--- src/rtl/verifier_chi_dot_accum_pkg.sv ---
// Shared field parameters and modular helpers for the chi dot-product accumulator.
// Field is GF(p) with p = 65521, the largest 16-bit prime.
package verifier_chi_dot_accum_pkg;

    localparam int F_NBITS = 16;
    localparam logic [F_NBITS-1:0] FIELD_P = 16'd65521;

    // Operands must already be reduced (< p), so one conditional subtract suffices.
    function automatic logic [F_NBITS-1:0] mod_add(input logic [F_NBITS-1:0] a,
                                                   input logic [F_NBITS-1:0] b);
        logic [F_NBITS:0] sum;
        sum = {1'b0, a} + {1'b0, b};
        if (sum >= {1'b0, FIELD_P}) begin
            sum = sum - {1'b0, FIELD_P};
        end
        return sum[F_NBITS-1:0];
    endfunction

endpackage

--- src/rtl/verifier_chi_dot_accum_field.sv ---
// Field arithmetic units with an en/ready handshake: ready drops the cycle en is seen
// and returns high once c holds the reduced result.

module field_multiplier
    import verifier_chi_dot_accum_pkg::*;
(
    input  logic               clk,
    input  logic               rstb,
    input  logic               en,
    input  logic [F_NBITS-1:0] a,
    input  logic [F_NBITS-1:0] b,
    output logic               ready,
    output logic [F_NBITS-1:0] c
);
    localparam int CW = $clog2(F_NBITS);

    logic               busy_reg;
    logic [CW-1:0]      cnt_reg;
    logic [F_NBITS-1:0] a_reg;
    logic [F_NBITS-1:0] b_reg;
    logic [F_NBITS-1:0] acc_reg;
    logic [F_NBITS-1:0] dbl;
    logic [F_NBITS-1:0] acc_next;

    // MSB-first double-and-add keeps every intermediate reduced.
    always_comb begin
        dbl      = mod_add(acc_reg, acc_reg);
        acc_next = b_reg[F_NBITS-1] ? mod_add(dbl, a_reg) : dbl;
    end

    always_ff @(posedge clk or negedge rstb) begin
        if (!rstb) begin
            busy_reg <= 1'b0;
            cnt_reg  <= '0;
            a_reg    <= '0;
            b_reg    <= '0;
            acc_reg  <= '0;
        end else if (!busy_reg) begin
            if (en) begin
                busy_reg <= 1'b1;
                cnt_reg  <= CW'(F_NBITS - 1);
                a_reg    <= a;
                b_reg    <= b;
                acc_reg  <= '0;
            end
        end else begin
            acc_reg <= acc_next;
            b_reg   <= b_reg << 1;
            if (cnt_reg == '0) begin
                busy_reg <= 1'b0;
            end else begin
                cnt_reg <= cnt_reg - 1'b1;
            end
        end
    end

    assign ready = ~busy_reg & ~en;
    assign c     = acc_reg;

endmodule

module field_adder
    import verifier_chi_dot_accum_pkg::*;
(
    input  logic               clk,
    input  logic               rstb,
    input  logic               en,
    input  logic [F_NBITS-1:0] a,
    input  logic [F_NBITS-1:0] b,
    output logic               ready,
    output logic [F_NBITS-1:0] c
);
    logic               busy_reg;
    logic [F_NBITS-1:0] sum_reg;

    always_ff @(posedge clk or negedge rstb) begin
        if (!rstb) begin
            busy_reg <= 1'b0;
            sum_reg  <= '0;
        end else if (!busy_reg) begin
            if (en) begin
                busy_reg <= 1'b1;
                sum_reg  <= mod_add(a, b);
            end
        end else begin
            busy_reg <= 1'b0;
        end
    end

    assign ready = ~busy_reg & ~en;
    assign c     = sum_reg;

endmodule

--- src/rtl/verifier_chi_dot_accum.sv ---
// Accumulates sum_i chi[i]*vals[i] mod p over one chunk of nValues elements, one element
// at a time through a shared multiplier and adder; optionally requests a chi shift at the end.
module verifier_chi_dot_accum
    import verifier_chi_dot_accum_pkg::*;
#(
    parameter int nValBits = 2,
    parameter int nValues  = 1 << nValBits
) (
    input  logic                             clk,
    input  logic                             rstb,
    input  logic                             en,
    input  logic                             clr_acc,
    input  logic                             shift_req,
    input  logic [nValues-1:0][F_NBITS-1:0]  chi_in,
    input  logic [nValues-1:0][F_NBITS-1:0]  vals_in,
    output logic                             chi_shen,
    output logic                             ready,
    output logic [F_NBITS-1:0]               result
);
    if (nValBits < 1) begin : g_bad_nvalbits
        $error("nValBits must be >= 1");
    end
    if (nValues != (1 << nValBits)) begin : g_bad_nvalues
        $error("nValues is derived from nValBits and must not be overridden");
    end

    typedef enum logic [2:0] {
        ST_IDLE,
        ST_MUL_ST,
        ST_MUL,
        ST_ADD_ST,
        ST_ADD,
        ST_NEXT
    } state_t;

    state_t               state_reg;
    logic [nValBits-1:0]  idx_reg;
    logic [F_NBITS-1:0]   acc_reg;
    logic                 en_dly_reg;
    logic                 shift_lat_reg;
    logic                 skip_reg;

    logic                 start;
    logic                 last;
    logic                 zero_elem;
    logic [F_NBITS-1:0]   chi_sel;
    logic [F_NBITS-1:0]   val_sel;
    logic                 mul_en;
    logic                 mul_ready;
    logic [F_NBITS-1:0]   mul_out;
    logic                 add_en;
    logic                 add_ready;
    logic [F_NBITS-1:0]   add_out;

    assign start     = en & ~en_dly_reg;
    assign chi_sel   = chi_in[idx_reg];
    assign val_sel   = vals_in[idx_reg];
    assign zero_elem = (chi_sel == '0) || (val_sel == '0);
    assign last      = (idx_reg == nValBits'(nValues - 1));
    assign mul_en    = (state_reg == ST_MUL_ST) & ~zero_elem;
    assign add_en    = (state_reg == ST_ADD_ST);

    field_multiplier u_mul (
        .clk   (clk),
        .rstb  (rstb),
        .en    (mul_en),
        .a     (chi_sel),
        .b     (val_sel),
        .ready (mul_ready),
        .c     (mul_out)
    );

    field_adder u_add (
        .clk   (clk),
        .rstb  (rstb),
        .en    (add_en),
        .a     (acc_reg),
        .b     (mul_out),
        .ready (add_ready),
        .c     (add_out)
    );

    always_ff @(posedge clk or negedge rstb) begin
        if (!rstb) begin
            state_reg     <= ST_IDLE;
            idx_reg       <= '0;
            acc_reg       <= '0;
            en_dly_reg    <= 1'b1;
            shift_lat_reg <= 1'b0;
            skip_reg      <= 1'b0;
        end else begin
            en_dly_reg <= en;
            case (state_reg)
                ST_IDLE: begin
                    if (start) begin
                        idx_reg       <= '0;
                        shift_lat_reg <= shift_req;
                        if (clr_acc) begin
                            acc_reg <= '0;
                        end
                        state_reg <= ST_MUL_ST;
                    end
                end
                ST_MUL_ST: begin
                    // A zero factor contributes nothing, so bypass both field units.
                    if (zero_elem) begin
                        skip_reg  <= 1'b1;
                        state_reg <= ST_NEXT;
                    end else begin
                        skip_reg  <= 1'b0;
                        state_reg <= mul_ready ? ST_ADD_ST : ST_MUL;
                    end
                end
                ST_MUL: begin
                    if (mul_ready) begin
                        state_reg <= ST_ADD_ST;
                    end
                end
                ST_ADD_ST: begin
                    state_reg <= add_ready ? ST_NEXT : ST_ADD;
                end
                ST_ADD: begin
                    if (add_ready) begin
                        state_reg <= ST_NEXT;
                    end
                end
                ST_NEXT: begin
                    if (!skip_reg) begin
                        acc_reg <= add_out;
                    end
                    if (last) begin
                        state_reg <= ST_IDLE;
                    end else begin
                        idx_reg   <= idx_reg + 1'b1;
                        state_reg <= ST_MUL_ST;
                    end
                end
                default: state_reg <= ST_IDLE;
            endcase
        end
    end

    // Producer shifts on the edge that also returns us to idle, so chi_in
    // only moves once ready is already high again.
    assign chi_shen = (state_reg == ST_NEXT) & last & shift_lat_reg;
    assign ready    = (state_reg == ST_IDLE) & ~start;
    assign result   = acc_reg;

endmodule

--- config.mk ---
export PLATFORM = sky130hd
export DESIGN_NAME = verifier_chi_dot_accum
export DESIGN_NICKNAME = d
export VERILOG_FILES = /design/src/rtl/verifier_chi_dot_accum_pkg.sv /design/src/rtl/verifier_chi_dot_accum_field.sv /design/src/rtl/verifier_chi_dot_accum.sv
export SDC_FILE = /design/constraint.sdc
export NUM_CORES = 1
export LEC_CHECK = 0
export ABC_AREA = 1
export BUFFER_PORTS_ARGS = -buffer_cell sky130_fd_sc_hd__clkbuf_2
export CAP_MARGIN = 5
export CORE_MARGIN = 2
export CORE_UTILIZATION = 40
export DETAILED_ROUTE_END_ITERATION = 8
export PLACE_DENSITY_LB_ADDON = 0.08
export SYNTH_ARGS = -nofsm -noshare
export SYNTH_HDL_FRONTEND = slang
export SYNTH_SLANG_ARGS = --single-unit
--- constraint.sdc ---
create_clock -name clk -period 8.25 [get_ports clk]
set_clock_uncertainty 0.15 [all_clocks]
set_input_delay 0.4125 -clock clk [delete_from_list [all_inputs] [get_ports clk]]
set_output_delay 0.4125 -clock clk [all_outputs]
set_load 0.02 [all_outputs]
Yosys cells after proc, flatten, opt, wreduce, memory -nomap -nowiden
Index checks and enable logic that the tools add are counted.
Widths: inputs -> output; s select.
{ "word_totals": {"ff_bits": 94, "word_cells": 102} }
{ "op_classes": {"add_sub_neg": 8, "n_lt_le_gt_ge": 4, "n_eq_ne": 13, "muxes": 36, "n_bitwise": 14, "n_reduce_logical": 14} }
{ "ops": {"columns": ["op", "count"], "rows": [
  ["$mux 16", 13],
  ["$bmux 16 s2", 2],
  ["$add 16x16->17", 3],
  ["$ge 17x16->1 const B", 3],
  ["$sub 16x16->16 const B", 3],
  ["$logic_not 16->1", 2],
  ["$pmux 16 s2", 1],
  ["$pmux 3 s6", 1],
  ["$ne 2x2->1 const B", 7],
  ["$mux 3", 4],
  ["$mux 4", 3],
  ["$mux 1", 9],
  ["$reduce_and 2->1", 4],
  ["$and 1x1->1", 7],
  ["$not 1->1", 7],
  ["$eq 3x2->1 const B", 2],
  ["$eq 3x3->1 const B", 2],
  ["$reduce_and 3->1", 2],
  ["$logic_not 4->1", 1],
  ["$mux 2", 2],
  ["$pmux 2 s2", 1],
  ["$reduce_and 4->1", 1],
  ["$reduce_bool 2->1", 2],
  ["$sub 4x1->4 const B", 1],
  ["6 further kinds", 6]
]} }

Longest topological paths before layout
Gate-level depths: netlist of run 1.
{ "depth": {"word_depth": 11, "depth_mapped": 32} }

Hierarchy
A second synthesis of run 1 with hierarchy kept.
{ "hier_totals": {"hier_cells": 1535, "area_unflattened_um2": 9175.0} }
{ "modules_own_cells": {"columns": ["module", "n_inst", "cells_per_inst", "area_per_inst_um2"], "rows": [
  ["field_multiplier", 1, 681, 4356.7],
  ["verifier_chi_dot_accum", 1, 438, 2418.6],
  ["field_adder", 1, 416, 2399.8]
]} }

Least setup slack after synthesis of run 1
No wires, ideal clock.
{ "synth_path": {"kind": "reg-to-reg", "startpoint": "reg u_mul.acc_reg[0], in the netlist u_mul.c[0]", "endpoint": "reg u_mul.acc_reg[3], in the netlist u_mul.c[3]", "setup_time_ns": 0.116, "t_arrival_ns": 3.666, "slack_ns": 4.318, "stages_incl_launch_ff": 30, "path_buffers": 1, "synth_period_minus_slack_ns": 3.932, "path_cell_list": "dfrtp_1 -> inv_1 -> ha_1 -> nand2_1 -> nand3_1 -> nor2_1 -> nand3_1 -> nand2_1 -> inv_1 -> nor2_1 -> inv_1 -> nor2_1 -> xor2_1 -> inv_1 -> ha_1 -> nand2_1 -> inv_1 -> a21oi_1 -> nand4_1 -> nand2_1 -> nand2_1 -> nor2_2 -> nand3_2 -> nand2_4 -> buf_6 -> nand2_1 -> nand2_1 -> nand3_1 -> nand2_1 -> nand2_1"} }
{ "synth_between": {"elab_chain_len": 8, "elab_cells_between_ends": 10} }
{ "synth_rtl": {"columns": ["item", "line", "rtl"], "rows": [
  ["start: declaration", "verifier_chi_dot_accum_field.sv:21", "logic [F_NBITS-1:0] acc_reg;"],
  ["start signal: assignment", "verifier_chi_dot_accum_field.sv:47", "acc_reg <= acc_next;"],
  ["$add 16x16->17 *", "verifier_chi_dot_accum_pkg.sv:12", "sum = {1'b0, a} + {1'b0, b};"],
  ["$sub 16x16->16 / $ge 17x16->1 (equally long branches)", "verifier_chi_dot_accum_pkg.sv:14, verifier_chi_dot_accum_pkg.sv:13", null],
  ["$mux 16 *", "verifier_chi_dot_accum_pkg.sv:13", "if (sum >= {1'b0, FIELD_P}) begin"],
  ["$add 16x16->17", "verifier_chi_dot_accum_pkg.sv:12", null],
  ["$sub 16x16->16 / $ge 17x16->1 (equally long branches)", "verifier_chi_dot_accum_pkg.sv:14, verifier_chi_dot_accum_pkg.sv:13", null],
  ["$mux 16", "verifier_chi_dot_accum_pkg.sv:13", null],
  ["$mux 16 *", "verifier_chi_dot_accum_field.sv:28", "acc_next = b_reg[F_NBITS-1] ? mod_add(dbl, a_reg) : dbl;"],
  ["$mux 16 *", "verifier_chi_dot_accum_field.sv:38", "end else if (!busy_reg) begin"]
]} }
Every way passes the cells marked *; elsewhere a longest branch is shown, timed or not.
A chain may end at the register's enable or synchronous reset.

Worst setup path after layout of run 1
{ "layout_path": {"startpoint": "reg u_mul.acc_reg[0], in the netlist u_mul.c[0]", "endpoint": "reg u_mul.acc_reg[7], in the netlist u_mul.c[7]"} }
The elaborated chain is that of the path after synthesis.

==> results.sh, run 1 <==
export IMPL_synth_area_leader_cell="dfrtp_1"
export IMPL_synth_most_common_cell="nand2_1"
export IMPL_place_hpwl_mm=22.0
export IMPL_p_sw_frac=0.585
export IMPL_max_cap_viol_count=0
export IMPL_cp_start_kind="register"
export IMPL_fin_crit_sh=0.614
export IMPL_grt_pass1_vias=8770
export IMPL_seqPwrFrac=0.181
export IMPL_cts_num_sinks=94
export IMPL_hold_class="in2reg"
export IMPL_p_clk_frac=0.085
export IMPL_htreeDepth=3
export IMPL_slew_headroom=0.384
export IMPL_crit_buf_inv=4
export IMPL_hp_start="en"
export IMPL_synthesis_nets=1612
export IMPL_p_int_w=0.00203
export IMPL_row_count=54
export IMPL_worstSetupPathType="reg2reg"
export IMPL_crit_top_cell="nand2_1"
export IMPL_numPortBuffers=150
export IMPL_clkTransAtPathRegs_ps=70
export IMPL_cts_tree="yes"
export IMPL_cts_buffers=9
export IMPL_postPlaceCellArea_um2=9660
export IMPL_finalSetupViolCount=0
export IMPL_min_period_ps=5070
export IMPL_p_leak_nw=5.49
export IMPL_p_sw_w=0.00286
export IMPL_critPathCaptureType="register"
export IMPL_p_per_area_nw_per_um2=491
export IMPL_grt_setup_unrepaired="no"
export IMPL_yosys_top_cells_area="dfrtp_1 27%, nand2_1 25%, nand3_1 8.3%, inv_1 7.3%, ha_1 6.0%"
export IMPL_r2r_slack_ps=3180
export IMPL_post_drt_wl_per_cell_um=14.8
export IMPL_design_core_area_um2=21600
export IMPL_die_width_um=152
export IMPL_drive_above_1_share=0.130
export IMPL_firstDrtPassIters=5
export IMPL_multi_input_comb_area_um2=5490
export IMPL_yosysTopAreaCellShare=0.266
export IMPL_cts_root_buf="clkbuf_16"
export IMPL_arrival_ps=5170
export IMPL_fp_dieH_um=152
export IMPL_synth_cells=1435
export IMPL_grt_overflow=0
export IMPL_status="finished clean"
export IMPL_grt_usage=0.236
export IMPL_synth_area_um2=8740
export IMPL_fin_tns_setup_ps=0
export IMPL_nNetsFinal=1731
export IMPL_crit_required_ps=8350
export IMPL_vias_per_cell=5.02
export IMPL_cts_resized=0
export IMPL_synth_flop_cell="dfrtp_1"
export IMPL_clockBufferDepth=2
export IMPL_fillers=2353
export IMPL_yosysWarnings=0
export IMPL_synth_edf_count=0
export IMPL_n_antenna_cell=0
export IMPL_hold_violations=0
export IMPL_ys_ff_latch=94
export IMPL_grt_pass1_wl_mm=44.3
export IMPL_crit_fanout=26
export IMPL_antenna_found_initial=0
export IMPL_finalInstanceArea_um2=9950
export IMPL_drv_slew=0
export IMPL_crit_family="simple AND/OR/NAND/NOR gates"
export IMPL_vias=9239
export IMPL_synth_seq_area_share=0.269
export IMPL_async_reset_ff_frac=1.00
export IMPL_drc_errors=0
export IMPL_crit_path_start="u_mul.c[0]"
export IMPL_pwr_share_comb=0.734
export IMPL_clock_fmax_ghz=0.197
export IMPL_drt_total_wl_mm=27.3
export IMPL_dieArea_um2=23100
export IMPL_critPathMaxStageDelay_ps=480
export IMPL_tightest_slew_ps=923
export IMPL_area_growth_pct=13.8
export IMPL_ff_latch_area_um2=2350
export IMPL_synthTopCellsByCount="585 x nand2_1, 170 x inv_1, 145 x nand3_1"
export IMPL_clk_latency_ps=350
export IMPL_syn_avg_cell_area_um2=6.09
export IMPL_ios=151
export IMPL_ant_nets=0
export IMPL_ys_types=43
export IMPL_peakVddDrop_mv=0.149
export IMPL_place_gp_congestion=0.906
export IMPL_crit_reg2reg_launch="u_mul.c[0]"
export IMPL_drt_iter0_drc=549
export IMPL_start_util=0.404
export IMPL_grt_max_degree=78
export IMPL_crit_slowest_cell="dfrtp_1"
==> cells by family after synthesis <==
kind of cell,Yosys count,share of synthesized area
compound gates,155,0.0978
xor+xnor,40,0.0418
fa+ha+maj,44,0.0647
buf+inv,225,0.104
flops,94,0.269
simple gates,877,0.423
==> metrics by stage <==
stage               hold slack [ps]  cells  setup WS, ps  utilization  total power [W]
floorplan                     -33.1   1435          4320            -          0.00355
global placement                239   1822          3410        0.447          0.00443
detailed placement              242   1822          3310        0.447          0.00445
CTS                           0.364   1839          3280        0.460          0.00489
global route                   8.75   1839          2660        0.460          0.00542
finish                         10.8   1839          3180        0.460          0.00488
==> routing by layer <==
| metal | routed length, µm | global-route usage | share of wire |
|---|---|---|---|
| met4 | 470 | 0.0605 | 0.017 |
| met3 | 1360 | 0.0294 | 0.050 |
| met5 | 0 | 0 | 0 |
| met2 | 12900 | 0.411 | 0.47 |
| met1 | 12500 | 0.310 | 0.46 |
==> final cells by class <==
class / count / area share
inverter: 175 / 0.0660
clock buffer: 9 / 0.0226
sequential: 94 / 0.237
timing repair buffer: 158 / 0.0820
clock inverter: 7 / 0.00566
multi-input combinational: 1116 / 0.552
tap: 280 / 0.0352
==> final timing paths <==
path,depth (start not counted),end
hold / removal,1,en_dly_reg
hold reg to reg,1,u_add.busy_reg
setup reg to reg,30,u_mul.c[7]
max in group asynchronous,3,idx_reg[0]
min in group asynchronous,2,shift_lat_reg
setup / recovery,30,u_mul.c[7]
==> timing repair <==
item,4_1_cts,5_1_grt
endpoints found under the hold margin,32,0
setup buffers,0,0
hold buffers,1,0
==> power by group through the flow <==
stage / Combinational [W] / Sequential (W) / Clock (W)
floorplan: 0.00273 / 0.000817 / 0
global route: 0.00407 / 0.000913 / 0.000442
finish: 0.00358 / 0.000886 / 0.000413
global placement: 0.00354 / 0.000886 / 0
detailed placement: 0.00356 / 0.000894 / 0
CTS: 0.00357 / 0.000888 / 0.000424
==> cell usage in the layout, fill, tap and decap left out, drive strengths merged <==
master | synthesis | final
o21ai | 72 | 72
clkinv | 0 | 1
xnor2 | 12 | 12
dlygate4sd3 | 0 | 1
a31oi | 1 | 1
nand3b | 4 | 4
o2111ai | 1 | 1
o21a | 3 | 3
o221ai | 2 | 2
xor2 | 28 | 28
inv | 175 | 178
nand3 | 149 | 149
nor3 | 12 | 12
clkbuf | 20 | 158
dfrtp | 93 | 93
ha | 42 | 42
o22ai | 1 | 1
nand2 | 591 | 591
o211ai | 16 | 16
and2 | 3 | 3
or2 | 1 | 1
a21oi | 56 | 56
dfstp | 1 | 1
nand4 | 36 | 36
fa | 2 | 2
nor4 | 1 | 1
buf | 30 | 8
a22oi | 1 | 1
a21o | 1 | 1
a22o | 1 | 1
clkinvlp | 0 | 3
nor2 | 80 | 80
==> worst reg2reg max path, delay by kind of cell (launching register included) <==
kind,cells,cell delay (ps)
fa+ha+maj,2,590
flops,1,480
buf+inv,4,410
xor+xnor,1,290
simple gates,23,3060
No activity file was read; power rests on OpenSTA's default activity.
==> run 2, diff against run 1 <==
- clock period: 8.25 -> 4.7 ns (I/O delays scaled with it)
==> run 2 against run 1 <==
  * Sequential power rose by 72%
  * Final cell count rose by 1.1%
  * Via count rose by 1.7%
  * Critical endpoint is now u_mul.c[15]
  * Largest power group unchanged
  * Global-route usage rose by 0.30 points
  * First-iteration DRC count rose by 18%
==> results.sh, run 2 (synthesized netlist as in run 1, its figures left out) <==
export IMPL_status="finished clean"
export IMPL_peakVddDrop_mv=0.310
export IMPL_fp_dieH_um=152
export IMPL_ant_nets=0
export IMPL_final_common_cell="nand2_1"
export IMPL_hold_class="in2reg"
export IMPL_postPlaceCellArea_um2=9760
export IMPL_hold_violations=0
export IMPL_clockBufferDepth=2
export IMPL_drt_total_wl_mm=27.8
export IMPL_n_antenna_cell=0
export IMPL_htreeDepth=3
export IMPL_grt_max_degree=83
export IMPL_r2r_slack_ps=330
export IMPL_p_leak_nw=5.62
export IMPL_tightest_slew_ps=861
export IMPL_numPortBuffers=150
export IMPL_min_path_cells=5
export IMPL_nNetsFinal=1751
export IMPL_finalInstanceArea_um2=10200
export IMPL_drv_slew=0
export IMPL_fin_crit_sh=0.931
export IMPL_min_delay_worst_endpoint="u_mul.a_reg[8]"
export IMPL_clock_fmax_ghz=0.229
export IMPL_grt_overflow=0
export IMPL_slew_headroom=0.426
export IMPL_critPathCaptureType="register"
export IMPL_p_per_area_nw_per_um2=869
export IMPL_max_cap_viol_count=0
export IMPL_crit_fanout=7
export IMPL_worstSetupPathType="reg2reg"
export IMPL_utilization=0.474
export IMPL_grt_pass1_vias=8899
export IMPL_firstDrtPassIters=8
export IMPL_hp_start="chi_in[8]"
export IMPL_clk_latency_ps=360
export IMPL_drc_errors=0
export IMPL_crit_required_ps=4810
export IMPL_fillers=2342
export IMPL_reg2reg_depth=25
export IMPL_drive_above_1_share=0.151
export IMPL_design_core_area_um2=21600
export IMPL_start_util=0.404
export IMPL_holdWs_ps=100
export IMPL_die_width_um=152
export IMPL_dieArea_um2=23100
export IMPL_vias_per_cell=5.05
export IMPL_cts_tree="yes"
export IMPL_vias=9392
export IMPL_crit_reg2reg_launch="u_mul.c[0]"
export IMPL_area_growth_pct=17.2
export IMPL_ff_latch_area_um2=2360
export IMPL_row_count=54
export IMPL_layout_common_cells="581 x nand2_1, 170 x inv_1, 149 x clkbuf_2, 145 x nand3_1, 91 x dfrtp_1"
export IMPL_grt_pass1_wl_mm=45.1
export IMPL_cts_num_sinks=94
export IMPL_grt_usage=0.239
export IMPL_ios=151
export IMPL_place_hpwl_mm=22.0
export IMPL_min_period_ps=4370
export IMPL_cp_start_kind="register"
export IMPL_cts_root_buf="clkbuf_16"
export IMPL_arrival_ps=4480
export IMPL_finalSetupViolCount=0
export IMPL_multi_input_comb_area_um2=5610
export IMPL_place_gp_congestion=0.923
export IMPL_clkTransAtPathRegs_ps=70
export IMPL_cts_buffers=9
export IMPL_post_drt_wl_per_cell_um=14.9
export IMPL_reg2reg_to="u_mul.c[15]"
export IMPL_drt_iter0_drc=649
export IMPL_antenna_found_initial=0
-- run 2: worst max path at each step --
stage	start	endpoint	slack, ps	cells after the start
6_report	u_mul.c[0]	u_mul.c[15]	330	25
5_1_grt	u_mul.c[0]	u_mul.c[3]	-40	29
4_1_cts	u_mul.c[0]	u_mul.c[3]	90	30
3_5_place_dp	u_mul.c[0]	u_mul.c[3]	110	30
3_3_place_gp	u_mul.c[0]	u_mul.c[3]	230	28
2_1_floorplan	u_mul.c[0]	u_mul.c[3]	770	29
-- run 2: area by class of cell --
type | count | share of cell area
clock inverter | 7 | 0.00818
sequential | 94 | 0.230
inverter | 175 | 0.0641
tap | 280 | 0.0342
multi-input combinational | 1117 | 0.548
clock buffer | 9 | 0.0220
timing repair buffer | 177 | 0.0940
-- run 2: per-stage QoR --
step | TNS, ps | total power (W) | std cells | setup WS (ps)
after floorplan | 0 | 0.00622 | 1435 | 768
after global placement | 0 | 0.00786 | 1835 | 230
after detailed placement | 0 | 0.00785 | 1835 | 114
after CTS | 0 | 0.00869 | 1854 | 86.1
after global routing | -186 | 0.00991 | 1859 | -44.1
final | 0 | 0.00890 | 1859 | 326
-- run 2: worst max-delay path, cell delays in order (launching register included) --
cell     delay (ps)
dfrtp_2         420
inv_1            60
ha_1            210
nand2_1          90
nand3_1         160
nor2_2          170
nand3_1          90
nand2_2         120
buf_4           170
xor2_2          200
inv_1           100
fa_1            450
inv_1           140
nand3_1          80
nand3_1         180
xor2_2          280
buf_4           190
nand3_1         170
nor2_1          330
nand4_1         140
nand2_1          90
nand2_1          50
nand2_1          50
nand2_1          50
nand2_1          80
nand2_1          40
-- run 2: metal layers --
metal | track usage | vias to the layer above | share of wire
met5 | 0 | - | 0
met2 | 0.399 | 261 | 0.46
met3 | 0.0277 | 33 | 0.048
met1 | 0.325 | 4243 | 0.47
met4 | 0.0734 | 0 | 0.023
li1 | - | 4855 | -
-- run 2: repair_timing --
item / 4_1_cts / 5_1_grt
gates resized for setup: 0 / 23
endpoints found under the setup margin: 0 / 16
hold buffers: 3 / 0
setup buffers: 0 / 4
hold endpoints to repair: 62 / 0
-- run 2: power by group --
group          switching, W  total, W  internal, W  leakage [nW]
logic               0.00437   0.00658      0.00221          4.27
clock network      0.000379  0.000805     0.000426         0.155
registers          0.000354   0.00152      0.00116          1.19
